===== src/rtl/lsu_mem_sequencer.sv =====
// Load/store sequencer: takes one decoded access, runs a valid/ready request on the
// 64-bit data bus, then returns extended load data or a fault as a one-cycle pulse.
module lsu_mem_sequencer #(
    parameter int TIMEOUT_CYCLES = 255
) (
    input  logic        clk,
    input  logic        rst_n,
    input  logic        issue_valid,
    output logic        issue_ready,
    input  logic [2:0]  dm_rd_ctrl,
    input  logic [2:0]  dm_wr_ctrl,
    input  logic [63:0] addr,
    input  logic [63:0] wdata,
    input  logic [4:0]  rd_idx,
    input  logic        flush,
    output logic        busy,
    output logic        mem_req_valid,
    input  logic        mem_req_ready,
    output logic        mem_req_we,
    output logic [63:0] mem_req_addr,
    output logic [7:0]  mem_req_be,
    output logic [63:0] mem_req_wdata,
    input  logic        mem_rsp_valid,
    input  logic [63:0] mem_rsp_rdata,
    input  logic        mem_rsp_err,
    output logic        done,
    output logic        wb_valid,
    output logic [4:0]  wb_rd,
    output logic [63:0] wb_data,
    output logic        fault_valid,
    output logic [1:0]  fault_cause,
    output logic [63:0] fault_addr
);

    typedef enum logic [1:0] {S_IDLE, S_REQ, S_RSP} state_t;

    localparam logic [7:0] TO_LAST = 8'(TIMEOUT_CYCLES - 1);

    localparam logic [1:0] C_MISALIGN = 2'b00;
    localparam logic [1:0] C_ILLEGAL  = 2'b01;
    localparam logic [1:0] C_BUSERR   = 2'b10;
    localparam logic [1:0] C_TIMEOUT  = 2'b11;

    state_t      r_state, w_state_nxt;
    logic [2:0]  r_rd_ctrl, r_wr_ctrl;
    logic [63:0] r_addr, r_wdata;
    logic [4:0]  r_rd_idx;
    logic [7:0]  r_cnt, w_cnt_nxt;
    logic        r_flushed, w_flushed_nxt;
    logic        r_done, w_done_nxt;
    logic        r_wb_valid, w_wb_nxt;
    logic [4:0]  r_wb_rd;
    logic [63:0] r_wb_data, w_wb_data_nxt;
    logic        r_fault, w_fault_nxt;
    logic [1:0]  r_fault_cause, w_cause_nxt;
    logic [63:0] r_fault_addr, w_faddr_nxt;

    logic        w_idle, w_req, w_issue, w_latch, w_illegal, w_misal, w_discard;

    function automatic logic [63:0] load_extend(input logic [2:0] code, input logic [2:0] off,
                                                input logic [63:0] rdata);
        logic [63:0] s;
        s = rdata >> {off, 3'b000};
        case (code)
            3'b001:  return {{56{s[7]}}, s[7:0]};
            3'b010:  return {56'b0, s[7:0]};
            3'b011:  return {{48{s[15]}}, s[15:0]};
            3'b100:  return {48'b0, s[15:0]};
            3'b101:  return {{32{s[31]}}, s[31:0]};
            default: return s;
        endcase
    endfunction

    function automatic logic [7:0] store_be(input logic [2:0] code, input logic [2:0] off);
        case (code)
            3'b001:  return 8'h01 << off;
            3'b010:  return 8'h03 << off;
            3'b011:  return 8'h0F << off;
            default: return 8'hFF;
        endcase
    endfunction

    function automatic logic [63:0] store_lanes(input logic [2:0] code, input logic [63:0] d);
        case (code)
            3'b001:  return {8{d[7:0]}};
            3'b010:  return {4{d[15:0]}};
            3'b011:  return {2{d[31:0]}};
            default: return d;
        endcase
    endfunction

    assign w_idle  = (r_state == S_IDLE);
    assign w_req   = (r_state == S_REQ);
    assign w_issue = issue_valid & w_idle & ~flush & ((dm_rd_ctrl != 3'b000) | (dm_wr_ctrl != 3'b000));

    assign w_illegal = ((dm_rd_ctrl != 3'b000) && (dm_wr_ctrl != 3'b000)) ||
                       (dm_rd_ctrl == 3'b111) || (dm_wr_ctrl >= 3'd5);

    always_comb begin
        w_misal = 1'b0;
        case (dm_rd_ctrl)
            3'b011, 3'b100: w_misal = addr[0];
            3'b101:         w_misal = |addr[1:0];
            3'b110:         w_misal = |addr[2:0];
            default:        ;
        endcase
        case (dm_wr_ctrl)
            3'b010:  w_misal = w_misal | addr[0];
            3'b011:  w_misal = w_misal | (|addr[1:0]);
            3'b100:  w_misal = w_misal | (|addr[2:0]);
            default: ;
        endcase
    end

    always_comb begin
        w_state_nxt   = r_state;
        w_cnt_nxt     = r_cnt;
        w_flushed_nxt = r_flushed;
        w_latch       = 1'b0;
        w_discard     = 1'b0;
        w_done_nxt    = 1'b0;
        w_wb_nxt      = 1'b0;
        w_wb_data_nxt = r_wb_data;
        w_fault_nxt   = 1'b0;
        w_cause_nxt   = r_fault_cause;
        w_faddr_nxt   = r_fault_addr;
        case (r_state)
            S_IDLE: begin
                if (w_issue) begin
                    w_latch = 1'b1;
                    if (w_illegal || w_misal) begin
                        w_fault_nxt = 1'b1;
                        w_cause_nxt = w_illegal ? C_ILLEGAL : C_MISALIGN;
                        w_faddr_nxt = addr;
                    end else begin
                        w_state_nxt   = S_REQ;
                        w_flushed_nxt = 1'b0;
                    end
                end
            end
            S_REQ: begin
                // Once the bus has taken the request the response must still be drained.
                if (mem_req_ready) begin
                    w_state_nxt   = S_RSP;
                    w_cnt_nxt     = 8'd0;
                    w_flushed_nxt = flush;
                end else if (flush) begin
                    w_state_nxt = S_IDLE;
                end
            end
            S_RSP: begin
                w_discard     = r_flushed | flush;
                w_flushed_nxt = w_discard;
                if (mem_rsp_valid) begin
                    w_state_nxt = S_IDLE;
                    if (!w_discard) begin
                        if (mem_rsp_err) begin
                            w_fault_nxt = 1'b1;
                            w_cause_nxt = C_BUSERR;
                            w_faddr_nxt = r_addr;
                        end else begin
                            w_done_nxt = 1'b1;
                            if (r_rd_ctrl != 3'b000) begin
                                w_wb_nxt      = 1'b1;
                                w_wb_data_nxt = load_extend(r_rd_ctrl, r_addr[2:0], mem_rsp_rdata);
                            end
                        end
                    end
                end else if (r_cnt == TO_LAST) begin
                    w_state_nxt = S_IDLE;
                    if (!w_discard) begin
                        w_fault_nxt = 1'b1;
                        w_cause_nxt = C_TIMEOUT;
                        w_faddr_nxt = r_addr;
                    end
                end else begin
                    w_cnt_nxt = r_cnt + 8'd1;
                end
            end
            default: w_state_nxt = S_IDLE;
        endcase
    end

    always_ff @(posedge clk) begin
        if (!rst_n) begin
            r_state       <= S_IDLE;
            r_rd_ctrl     <= '0;
            r_wr_ctrl     <= '0;
            r_addr        <= '0;
            r_wdata       <= '0;
            r_rd_idx      <= '0;
            r_cnt         <= '0;
            r_flushed     <= 1'b0;
            r_done        <= 1'b0;
            r_wb_valid    <= 1'b0;
            r_wb_rd       <= '0;
            r_wb_data     <= '0;
            r_fault       <= 1'b0;
            r_fault_cause <= '0;
            r_fault_addr  <= '0;
        end else begin
            r_state       <= w_state_nxt;
            r_cnt         <= w_cnt_nxt;
            r_flushed     <= w_flushed_nxt;
            r_done        <= w_done_nxt;
            r_wb_valid    <= w_wb_nxt;
            r_wb_data     <= w_wb_data_nxt;
            r_fault       <= w_fault_nxt;
            r_fault_cause <= w_cause_nxt;
            r_fault_addr  <= w_faddr_nxt;
            if (w_wb_nxt) begin
                r_wb_rd <= r_rd_idx;
            end
            if (w_latch) begin
                r_rd_ctrl <= dm_rd_ctrl;
                r_wr_ctrl <= dm_wr_ctrl;
                r_addr    <= addr;
                r_wdata   <= wdata;
                r_rd_idx  <= rd_idx;
            end
        end
    end

    // Request fields come straight from the latched access, so they cannot move while waiting for ready.
    assign issue_ready   = w_idle;
    assign busy          = ~w_idle;
    assign mem_req_valid = w_req;
    assign mem_req_we    = w_req & (r_wr_ctrl != 3'b000);
    assign mem_req_addr  = w_req ? {r_addr[63:3], 3'b000} : 64'b0;
    assign mem_req_be    = w_req ? store_be(r_wr_ctrl, r_addr[2:0]) : 8'b0;
    assign mem_req_wdata = w_req ? store_lanes(r_wr_ctrl, r_wdata) : 64'b0;
    assign done          = r_done;
    assign wb_valid      = r_wb_valid;
    assign wb_rd         = r_wb_rd;
    assign wb_data       = r_wb_data;
    assign fault_valid   = r_fault;
    assign fault_cause   = r_fault_cause;
    assign fault_addr    = r_fault_addr;

endmodule

===== config.mk =====
export PLATFORM = sky130hd
export DESIGN_NAME = lsu_mem_sequencer
export DESIGN_NICKNAME = d
export VERILOG_FILES = /design/src/rtl/lsu_mem_sequencer.sv
export SDC_FILE = /design/constraint.sdc
export NUM_CORES = 1
export LEC_CHECK = 0
export BUFFER_PORTS_ARGS = -buffer_cell sky130_fd_sc_hd__buf_4
export CORE_AREA = 4 4 186 188
export DETAILED_ROUTE_END_ITERATION = 8
export DIE_AREA = 0 0 190 192
export PLACE_DENSITY = 0.74
export SYNTH_ARGS = -nofsm -noshare
export SYNTH_HDL_FRONTEND = slang
export SYNTH_SLANG_ARGS = --single-unit

===== constraint.sdc =====
create_clock -name clk -period 5.5 [get_ports clk]
set_input_delay 0.275 -clock clk [delete_from_list [all_inputs] [get_ports clk]]
set_output_delay 0.275 -clock clk [all_outputs]
set_load 0.05 [all_outputs]

==> flow_summary.yaml, run 1 <==
outcome:
  run_status: "finished clean"
sta:
  slew_headroom_pct: 33.25
  tns_ps: 0
  worst_slack_ps: 1956
  drv_slew: 0
  fin_crit_ps: 3544
  worst_slew_pin_slew_ps: 1001
  setup_viol: 0
  fin_skew_ps: 20.98
  max_freq_ghz: 0.2821
  hold_violations: 0
  rsz0062_at_grt: "false"
  period_share_pct: 64.44
place:
  hpwl_mm: 41.52
  numPortBuffers: 484
  dpl.cell_count: 2620
  placedInstanceArea_um2: 18810
  pre_cts_ws_ps: 2026
  gp_congestion: 1.012
floorplanning:
  core-area_um2: 33110
  die_x_um: 190
  initial_core_util_pct: 45.89
  die-height_um: 192
  io_pins: 488
  die-area_um2: 36480
  row_count: 67
synth:
  ys.warnings.count: 0
  synth_seq_area_share_pct: 37.94
  synth_edf_count: 0
  synth-main-ff-cell: "dfxtp_1"
  async_reset_ff_share_pct: 0
  synth_area_leaders: "dfxtp_1 (38%), mux2i_1 (10%), nand2_1 (8.3%), a21oi_1 (7.2%), o211a_1 (4.3%)"
  synth_top_area_share_pct: 37.94
  synth_area_um2: 15200
  syn_avg_cell_area_um2: 8.218
  synth_cells: 1849
  synth_largest_area_cell: "dfxtp_1"
  ys_types: 63
  ys_ff_latch: 288
global_routing:
  grt_start_max_net_pins: 87
  grt_usage_pct: 30.53
  overflow: 0
  antenna_found_initial: 4
  grt_pass1_vias: 15330
  grt_pass1_wl_mm: 88.58
worst_setup_path:
  cp_max_fo: 80
  r2r_cells: 7
  r2r-start: "r_state[0]$_SDFFE_PN0P_"
  cp-end-kind: "flop"
  worstPathArrival_ps: 3940
  worstPathRequired_ps: 5890
  path_cells: "inv_1 -> ha_4 -> nand2_1 -> nor3_4 -> buf_4 -> o2111ai_4 -> o221a_2"
  max_stage_delay_ps: 720
  critPathSlowestCell: "buf_4"
  path_class: "reg2reg"
  rrSetupSlack_ps: 1960
  regToRegEndpoint: "wb_data[57]$_SDFFE_PN0P_"
  startpoint_type: "flop"
run:
  cap_viol_max_count: 0
drt:
  dr.pass1.iters: 8
  wl_per_cell_um: 21.85
  viasPerCell: 5.854
  drt-total-wl_mm: 59.48
  drc: 0
  drt_iter0_drc: 1137
  antenna_left: 0
  vias: 15941
clock_network:
  path_clk_slew_ps: 60
  clk_latency_ps: 520
  cts_buffer_depth: 3
  cts_root_buffer: "clkbuf_16"
  numCtsBuffers: 34
  cts_tree: "done"
  cts.sinks: 288
  htreeDepth: 2
final_layout:
  areaGrowthSynthToFinish_pct: 33.77
  drive_gt1_share_pct: 27.95
  nNetsFinal: 2464
  layout_common_cells: "buf_4 (502), nand2_1 (334), dfxtp_1 (285), a21oi_1 (218), mux2i_1 (155)"
  final_common_cell: "buf_4"
  finalNonFillerCells: 2723
  design_area_um2: 20330
power_and_ir_drop:
  ir_drop_uv: 272.8
  leakage_nw: 8.683
  power.density_nw_per_um2: 264.5
hold_path:
  hold_path_class: "in2reg"
  min_to: "r_addr[52]$_SDFFE_PN0P_"
  holdPathStages: 3
  hp-start: "addr[52]"
worst max-delay path, delay by kind of cell (launching register included):
kind	cells	cell delay [ps]
AOI/OAI and AO/OA	2	1140
buffers and inverters	2	850
adders and majority gates	1	560
and+or+nand+nor	2	490
DFF	1	350
timing repair:
action | 4_1_cts | 5_1_grt
hold endpoints to repair | 40 | 0
hold buffers | 40 | 0
resized for setup | 0 | 0
buffers inserted | 0 | 0
synthesized netlist by cell type, types with 5 or more instances:
master,instances
ha_1,6
a21oi_1,218
a2bb2oi_1,7
o22ai_1,16
and2_1,76
mux2_2,5
buf_6,8
clkbuf_1,118
o221a_2,35
buf_1,18
o221a_1,7
o21ai_0,65
nor2b_1,15
and3_1,10
buf_4,7
dfxtp_1,288
mux4_2,16
buf_2,30
nand2b_1,24
nor2_1,149
mux2i_1,155
a211oi_1,18
o211a_1,65
o211ai_1,66
inv_1,14
nor3_1,6
nand2_1,334
cells by family after synthesis:
group	Yosys count	synth area share, %
flip-flops	288	37.94
buffers and inverters	196	5.657
adder cells (fa/ha/maj)	6	0.4940
AO/OA/AOI/OAI	537	24.20
AND/OR/NAND/NOR	642	18.56
multiplexers	176	12.95
other	1	0.02468
XOR/XNOR	3	0.1729
flip-flops by register name, summed over array words and instances (netlist names):
| register | cells |
|---|---|
| r_wdata | 64 |
| fault_cause | 2 |
| wb_valid | 1 |
| done | 1 |
| fault_valid | 1 |
| r_rd_idx | 5 |
| wb_rd | 5 |
| r_state | 2 |
| r_rd_ctrl | 3 |
| r_flushed | 1 |
| r_wr_ctrl | 3 |
| r_addr | 64 |
| wb_data | 64 |
| r_cnt | 8 |
| fault_addr | 64 |
through the flow:
| stage | total power, mW | util, % | hold slack, ps |
|---|---|---|---|
| detailed placement | 3.130 | 56.79 | 447.4 |
| floorplan | 2.792 | - | 411.0 |
| global route | 5.565 | 61.38 | 3.352 |
| global placement | 3.114 | 56.79 | 441.0 |
| CTS | 5.393 | 61.37 | 0.03364 |
| finish | 5.376 | 61.39 | 13.35 |
cell type report:
| class | instances | area, um2 |
|---|---|---|
| inverters | 15 | 58.81 |
| flip-flops and latches | 288 | 5774 |
| multi-input cells | 1367 | 8643 |
| repair buffers | 542 | 4169 |
| well taps | 448 | 560.5 |
| clock buffers | 48 | 1005 |
| diodes | 3 | 7.507 |
| clock inverters | 12 | 110.1 |
| fillers | 2929 | 12780 |
worst max path at each step:
stage / start / to / slack [ps] / cells past startpoint
2_1_floorplan: r_addr[0]$_SDFFE_PN0P_ / mem_req_be[1] / 2920 / 7
3_3_place_gp: r_state[0]$_SDFFE_PN0P_ / fault_addr[53]$_SDFFE_PN0P_ / 2090 / 9
3_5_place_dp: r_state[0]$_SDFFE_PN0P_ / fault_addr[57]$_SDFFE_PN0P_ / 2030 / 9
4_1_cts: r_state[0]$_SDFFE_PN0P_ / fault_addr[52]$_SDFFE_PN0P_ / 2030 / 9
5_1_grt: r_state[0]$_SDFFE_PN0P_ / fault_addr[50]$_SDFFE_PN0P_ / 1770 / 9
6_report: r_state[0]$_SDFFE_PN0P_ / wb_data[57]$_SDFFE_PN0P_ / 1960 / 7
per-layer routing:
metal / vias up / GRT usage, % / share of wire, % / routed length [um]
li1: 7352 / - / - / -
met1: 7602 / 36.83 / 38 / 22590
met2: 816 / 51.21 / 47 / 28120
met3: 167 / 8.379 / 9.8 / 5850
met4: 4 / 13.27 / 4.9 / 2892
met5: - / 0 / 0.045 / 27
power by group:
group	internal [mW]	switching (mW)	leakage (nW)
registers	2.17	0.0777	2.35
logic	0.348	0.529	5.78
clock network	1.33	0.927	0.554
total	3.84	1.53	8.68
Power figures use the tool's default switching activity.
==> run 2, diff against run 1 <==
--- a/config.mk
+++ b/config.mk
@@ -6,10 +6,10 @@
 export NUM_CORES = 1
 export LEC_CHECK = 0
 export BUFFER_PORTS_ARGS = -buffer_cell sky130_fd_sc_hd__buf_4
-export CORE_AREA = 4 4 186 188
+export CORE_AREA = 4 4 187 189
 export DETAILED_ROUTE_END_ITERATION = 8
-export DIE_AREA = 0 0 190 192
-export PLACE_DENSITY = 0.74
+export DIE_AREA = 0 0 191 193
+export PLACE_DENSITY = 0.73
 export SYNTH_ARGS = -nofsm -noshare
 export SYNTH_HDL_FRONTEND = slang
 export SYNTH_SLANG_ARGS = --single-unit
==> constraint.sdc (replaced) <==
create_clock -name clk -period 3.41 [get_ports clk]
set_input_delay 0.1705 -clock clk [delete_from_list [all_inputs] [get_ports clk]]
set_output_delay 0.1705 -clock clk [all_outputs]
set_load 0.05 [all_outputs]
==> run 2 against run 1 <==
  * Worst hold slack better by 37 ps
  * Sequential share of layout area down 1.5 points
  * Clock skew is 6.5 ps lower
  * Sequential power is 61% higher
  * Register-to-register slack lost 1400 ps
  * Via count increased by 3.6%
  * Design area is 5.7% higher
  * Worst setup slack worse by 1500 ps
  * Power increased by 65%
  * Critical endpoint is now mem_req_be[4]
==> flow_summary.yaml, run 2 (same netlist as run 1, synthesis figures left out) <==
sta:
  slew_headroom_pct: 36.97
  fin_skew_ps: 14.44
  hold_violations: 0
  drv_slew: 0
  fin_crit_ps: 2965
  holdWs_ps: 50.78
  worst_slew_pin_slew_ps: 942.0
  worst_slack_ps: 445.2
  rsz0062_at_grt: "false"
  tns_ps: 0
  period_share_pct: 86.94
  setup_viol: 0
  max_freq_ghz: 0.3373
floorplanning:
  die-height_um: 193
  initial_core_util_pct: 45.66
  die_x_um: 191
  row_count: 67
  die-area_um2: 36860
  io_pins: 488
  core-area_um2: 33280
power_and_ir_drop:
  leakage_nw: 9.198
  power.density_nw_per_um2: 412.3
  p_total_mw: 8.863
  ir_drop_uv: 401.1
global_routing:
  antenna_found_initial: 5
  grt_usage_pct: 31.34
  grt_pass1_wl_mm: 91.96
  grt_pass1_vias: 15958
  overflow: 0
  grt_start_max_net_pins: 140
run:
  cap_viol_max_count: 0
place:
  gp_congestion: 0.9837
  numPortBuffers: 484
  pre_cts_ws_ps: 706.9
  hpwl_mm: 42.17
  placedInstanceArea_um2: 18950
final_layout:
  layout_common_cells: "buf_4 (508), nand2_1 (334), dfxtp_1 (285), a21oi_1 (218), mux2i_1 (155)"
  nNetsFinal: 2575
  n_fill_cell: 2740
  seq_area_um2: 5774
  final_common_cell: "buf_4"
  areaGrowthSynthToFinish_pct: 41.46
  multiInputGateArea_um2: 8643
  design_area_um2: 21500
  drive_gt1_share_pct: 27.21
worst_setup_path:
  r2r-start: "r_state[0]$_SDFFE_PN0P_"
  cp-end-kind: "output port"
  startpoint_type: "flop"
  cp_max_fo: 36
  critPathLaunch: "r_addr[0]$_SDFFE_PN0P_"
  worstPathArrival_ps: 2790
  path_class: "reg2out"
  worstPathRequired_ps: 3240
clock_network:
  htreeDepth: 2
  cts.sinks: 288
  postCtsResizedCells: 0
  cts_tree: "done"
  cts_root_buffer: "clkbuf_16"
  cts_buffer_depth: 3
  clk_latency_ps: 510
  path_clk_slew_ps: 60
  hold_buffers: 140
  numCtsBuffers: 34
  cts_setup_buffers: 0
drt:
  antenna_left: 0
  viasPerCell: 5.823
  drt-total-wl_mm: 61.59
  dr.pass1.iters: 5
  vias: 16513
  drt_iter0_drc: 1426
  wl_per_cell_um: 21.72
  drc: 0
hold_path:
  hp-start: "flush"
  hold_path_class: "in2reg"
outcome:
  run_status: "finished clean"
==> run 2: changes by cell type in the layout (fill, tap and decap cells not counted), sizes merged <==
cell         previous run  this run
bufinv                  1         3
clkinv                 11        14
clkbuf                 48        44
dlygate4sd3            40       140
clkinvlp                1         0
buf                   502       513
inv                    14        16
==> run 2: layout make-up <==
cell class | count | share of cell area, %
tap | 448 | 2.608
multi-input combinational | 1367 | 40.21
inverter | 15 | 0.2736
clock buffer | 44 | 4.412
clock inverter | 18 | 0.8731
antenna | 3 | 0.03492
timing repair buffer | 653 | 24.73
sequential | 288 | 26.86
==> run 2: where the power goes <==
part           internal, mW  switching (mW)  leakage, nW  total (mW)
Clock                  2.21            1.49        0.572        3.69
Combinational         0.648           0.899         6.28        1.55
Sequential             3.50           0.125         2.35        3.62
==> run 2: worst paths after layout <==
| path | to | slack, ps | depth (start not counted) |
|---|---|---|---|
| worst max-delay path | mem_req_be[4] | 450 | 6 |
| worst min-delay path | fault_valid$_SDFF_PN0_ | 50 | 4 |
| worst max register to register | fault_addr[46]$_SDFFE_PN0P_ | 590 | 8 |
| worst min register to register | r_wdata[53]$_SDFFE_PN0P_ | 460 | 2 |
==> run 2: metal layers <==
| metal | GRT usage, % | part of all wire (%) |
|---|---|---|
| met5 | 0 | 0.036 |
| met4 | 13.92 | 5.2 |
| met3 | 6.824 | 9.6 |
| met2 | 52.81 | 47 |
| met1 | 38.77 | 38 |
==> run 2: critical path, stage by stage (launching register included) <==
cell and delay (ps):
dfxtp_4 490, buf_4 330, nor2_1 770, o22ai_1 200
a21oi_1 190, nor2_1 50, buf_4 230
==> run 2: stage by stage <==
stage	util [%]	cells
floorplan	-	1851
global placement	56.94	2631
detailed placement	56.94	2631
CTS	64.57	2833
global route	64.58	2835
finish	64.59	2836
==> run 3, diff against run 2 <==
--- a/config.mk
+++ b/config.mk
@@ -9,7 +9,7 @@
 export CORE_AREA = 4 4 187 189
 export DETAILED_ROUTE_END_ITERATION = 8
 export DIE_AREA = 0 0 191 193
-export PLACE_DENSITY = 0.73
+export PLACE_DENSITY = 0.69
 export SYNTH_ARGS = -nofsm -noshare
 export SYNTH_HDL_FRONTEND = slang
 export SYNTH_SLANG_ARGS = --single-unit
==> run 3 against run 2 <==
  * Non-clock buffer count increased by 1
  * Sequential cell count is the same
  * Count of clock-buffer cells in the layout grew 3
  * Sequential share of layout area about the same
  * Worst setup slack improved by 46 ps
==> flow_summary.yaml, run 3 (same netlist as run 1, synthesis figures left out) <==
clock_network:
  htreeDepth: 2
  cts.sinks: 288
  cts_tree: "done"
  numCtsBuffers: 35
  clk_latency_ps: 520
  cts_buffer_depth: 3
  path_clk_slew_ps: 60
  cts_root_buffer: "clkbuf_16"
floorplanning:
  row_count: 67
  io_pins: 488
  die_x_um: 191
  initial_core_util_pct: 45.66
  die-height_um: 193
  core-area_um2: 33280
  die-area_um2: 36860
power_and_ir_drop:
  pwr-share-seq_pct: 41.0
  power.internal_mw: 6.249
  switching_share_pct: 29.11
  ir_drop_uv: 307.2
  power.density_nw_per_um2: 410.4
  power.net_switching_mw: 2.566
  clockPowerShare_pct: 41.5
  power_frac_comb_pct: 17.5
  leakage_nw: 9.185
drt:
  wl_per_cell_um: 21.84
  dr.pass1.iters: 6
  viasPerCell: 5.773
  drt-total-wl_mm: 61.98
  drt_iter0_drc: 1304
  vias: 16385
  antenna_left: 0
  drc: 0
sta:
  drv_slew: 0
  slew_headroom_pct: 36.86
  holdWs_ps: 29.56
  fin_crit_ps: 2919
  period_share_pct: 85.60
  setup_viol: 0
  tns_ps: 0
  hold_violations: 0
  rsz0062_at_grt: "false"
  fin_skew_ps: 18.11
  worst_slew_pin_slew_ps: 947.2
  max_freq_ghz: 0.3426
final_layout:
  nNetsFinal: 2577
  seq_area_um2: 5774
  areaGrowthSynthToFinish_pct: 41.33
  n_fill_cell: 2797
  drive_gt1_share_pct: 27.25
  layout_common_cells: "buf_4 (511), nand2_1 (334), dfxtp_1 (285), a21oi_1 (218), mux2i_1 (155)"
  multiInputGateArea_um2: 8643
  final_common_cell: "buf_4"
worst_setup_path:
  worstPathArrival_ps: 2750
  cp_max_fo: 46
  path_class: "reg2out"
  worstSetupEndpoint: "mem_req_be[2]"
  r2r-start: "r_addr[1]$_SDFFE_PN0P_"
  r2r_cells: 5
  rrSetupSlack_ps: 780
  cp-end-kind: "output port"
  critPathLaunch: "r_addr[1]$_SDFFE_PN0P_"
  regToRegEndpoint: "wb_data[32]$_SDFFE_PN0P_"
  startpoint_type: "flop"
  worstPathRequired_ps: 3240
global_routing:
  grt_use_met2_pct: 53.29
  met3_usage_pct: 8.264
  grt_pass1_vias: 16058
  grt_start_max_net_pins: 140
  grt_pass1_wl_mm: 92.42
  grt_usage_pct: 31.34
  busiest_layer: "met2"
  use_met1_pct: 37.86
  antenna_found_initial: 7
  overflow: 0
place:
  hpwl_mm: 42.86
  gp_congestion: 0.9476
  numPortBuffers: 484
hold_path:
  hold_path_class: "in2reg"
run:
  cap_viol_max_count: 0
outcome:
  run_status: "finished clean"
run 3: worst min path at each step:
stage | end | startpoint | cells after the start | slack (ps)
after floorplan | r_wdata[40]$_SDFFE_PN0P_ | wdata[40] | 2 | 310
after global placement | r_wdata[2]$_SDFFE_PN0P_ | wdata[2] | 3 | 420
after detailed placement | r_wdata[52]$_SDFFE_PN0P_ | wdata[52] | 3 | 430
after CTS | r_state[1]$_SDFFE_PN0P_ | mem_req_ready | 3 | 20
after global routing | r_state[1]$_SDFFE_PN0P_ | mem_req_ready | 3 | 40
final | r_state[1]$_SDFFE_PN0P_ | mem_req_ready | 3 | 30
run 3: area by class of cell:
cell class,instances,area share [%]
multi-input cells,1367,40.24
flip-flops and latches,288,26.89
repair buffers,654,24.71
clock buffers,47,4.713
well taps,448,2.610
clock inverters,14,0.5010
inverters,15,0.2738
diodes,5,0.05826
run 3: power groups by stage:
stage          logic, mW  clock network (mW)  registers, mW
2_1_floorplan      0.682                   0           3.82
3_3_place_gp        1.38                   0           3.68
3_5_place_dp        1.39                   0           3.68
4_1_cts             1.53                3.69           3.61
5_1_grt             1.64                3.84           3.63
6_report            1.55                3.65           3.62
run 3: worst max-delay path: stages (launching register included):
cell	delay (ps)
dfxtp_4	740
buf_4	470
mux2_2	380
nor2_1	90
nor3_1	60
nor2_1	230
buf_4	260
run 3: repair_timing:
action | CTS | global route
buffers inserted | 0 | 0
endpoints found under the hold margin | 139 | 0
hold buffers | 139 | 0
resized for setup | 0 | 0
run 3: layer usage:
layer	wire length (um)	vias up	share of wire, %
li1	-	7561	-
met1	23810	7824	38
met2	29520	804	48
met3	5631	190	9.1
met4	2985	6	4.8
met5	41	-	0.066
run 3: through the flow:
step | cell area [um2] | instances | util [%] | worst slack, ps | power, mW
after global placement | 18950 | 2633 | 56.95 | 780.7 | 5.056
after floorplan | 15200 | 1851 | - | 875.3 | 4.504
after detailed placement | 18950 | 2633 | 56.95 | 833.3 | 5.071
after global routing | 21470 | 2836 | 64.52 | 335.8 | 9.115
final | 21480 | 2838 | 64.53 | 491.0 | 8.815
after CTS | 21460 | 2833 | 64.49 | 480.6 | 8.834
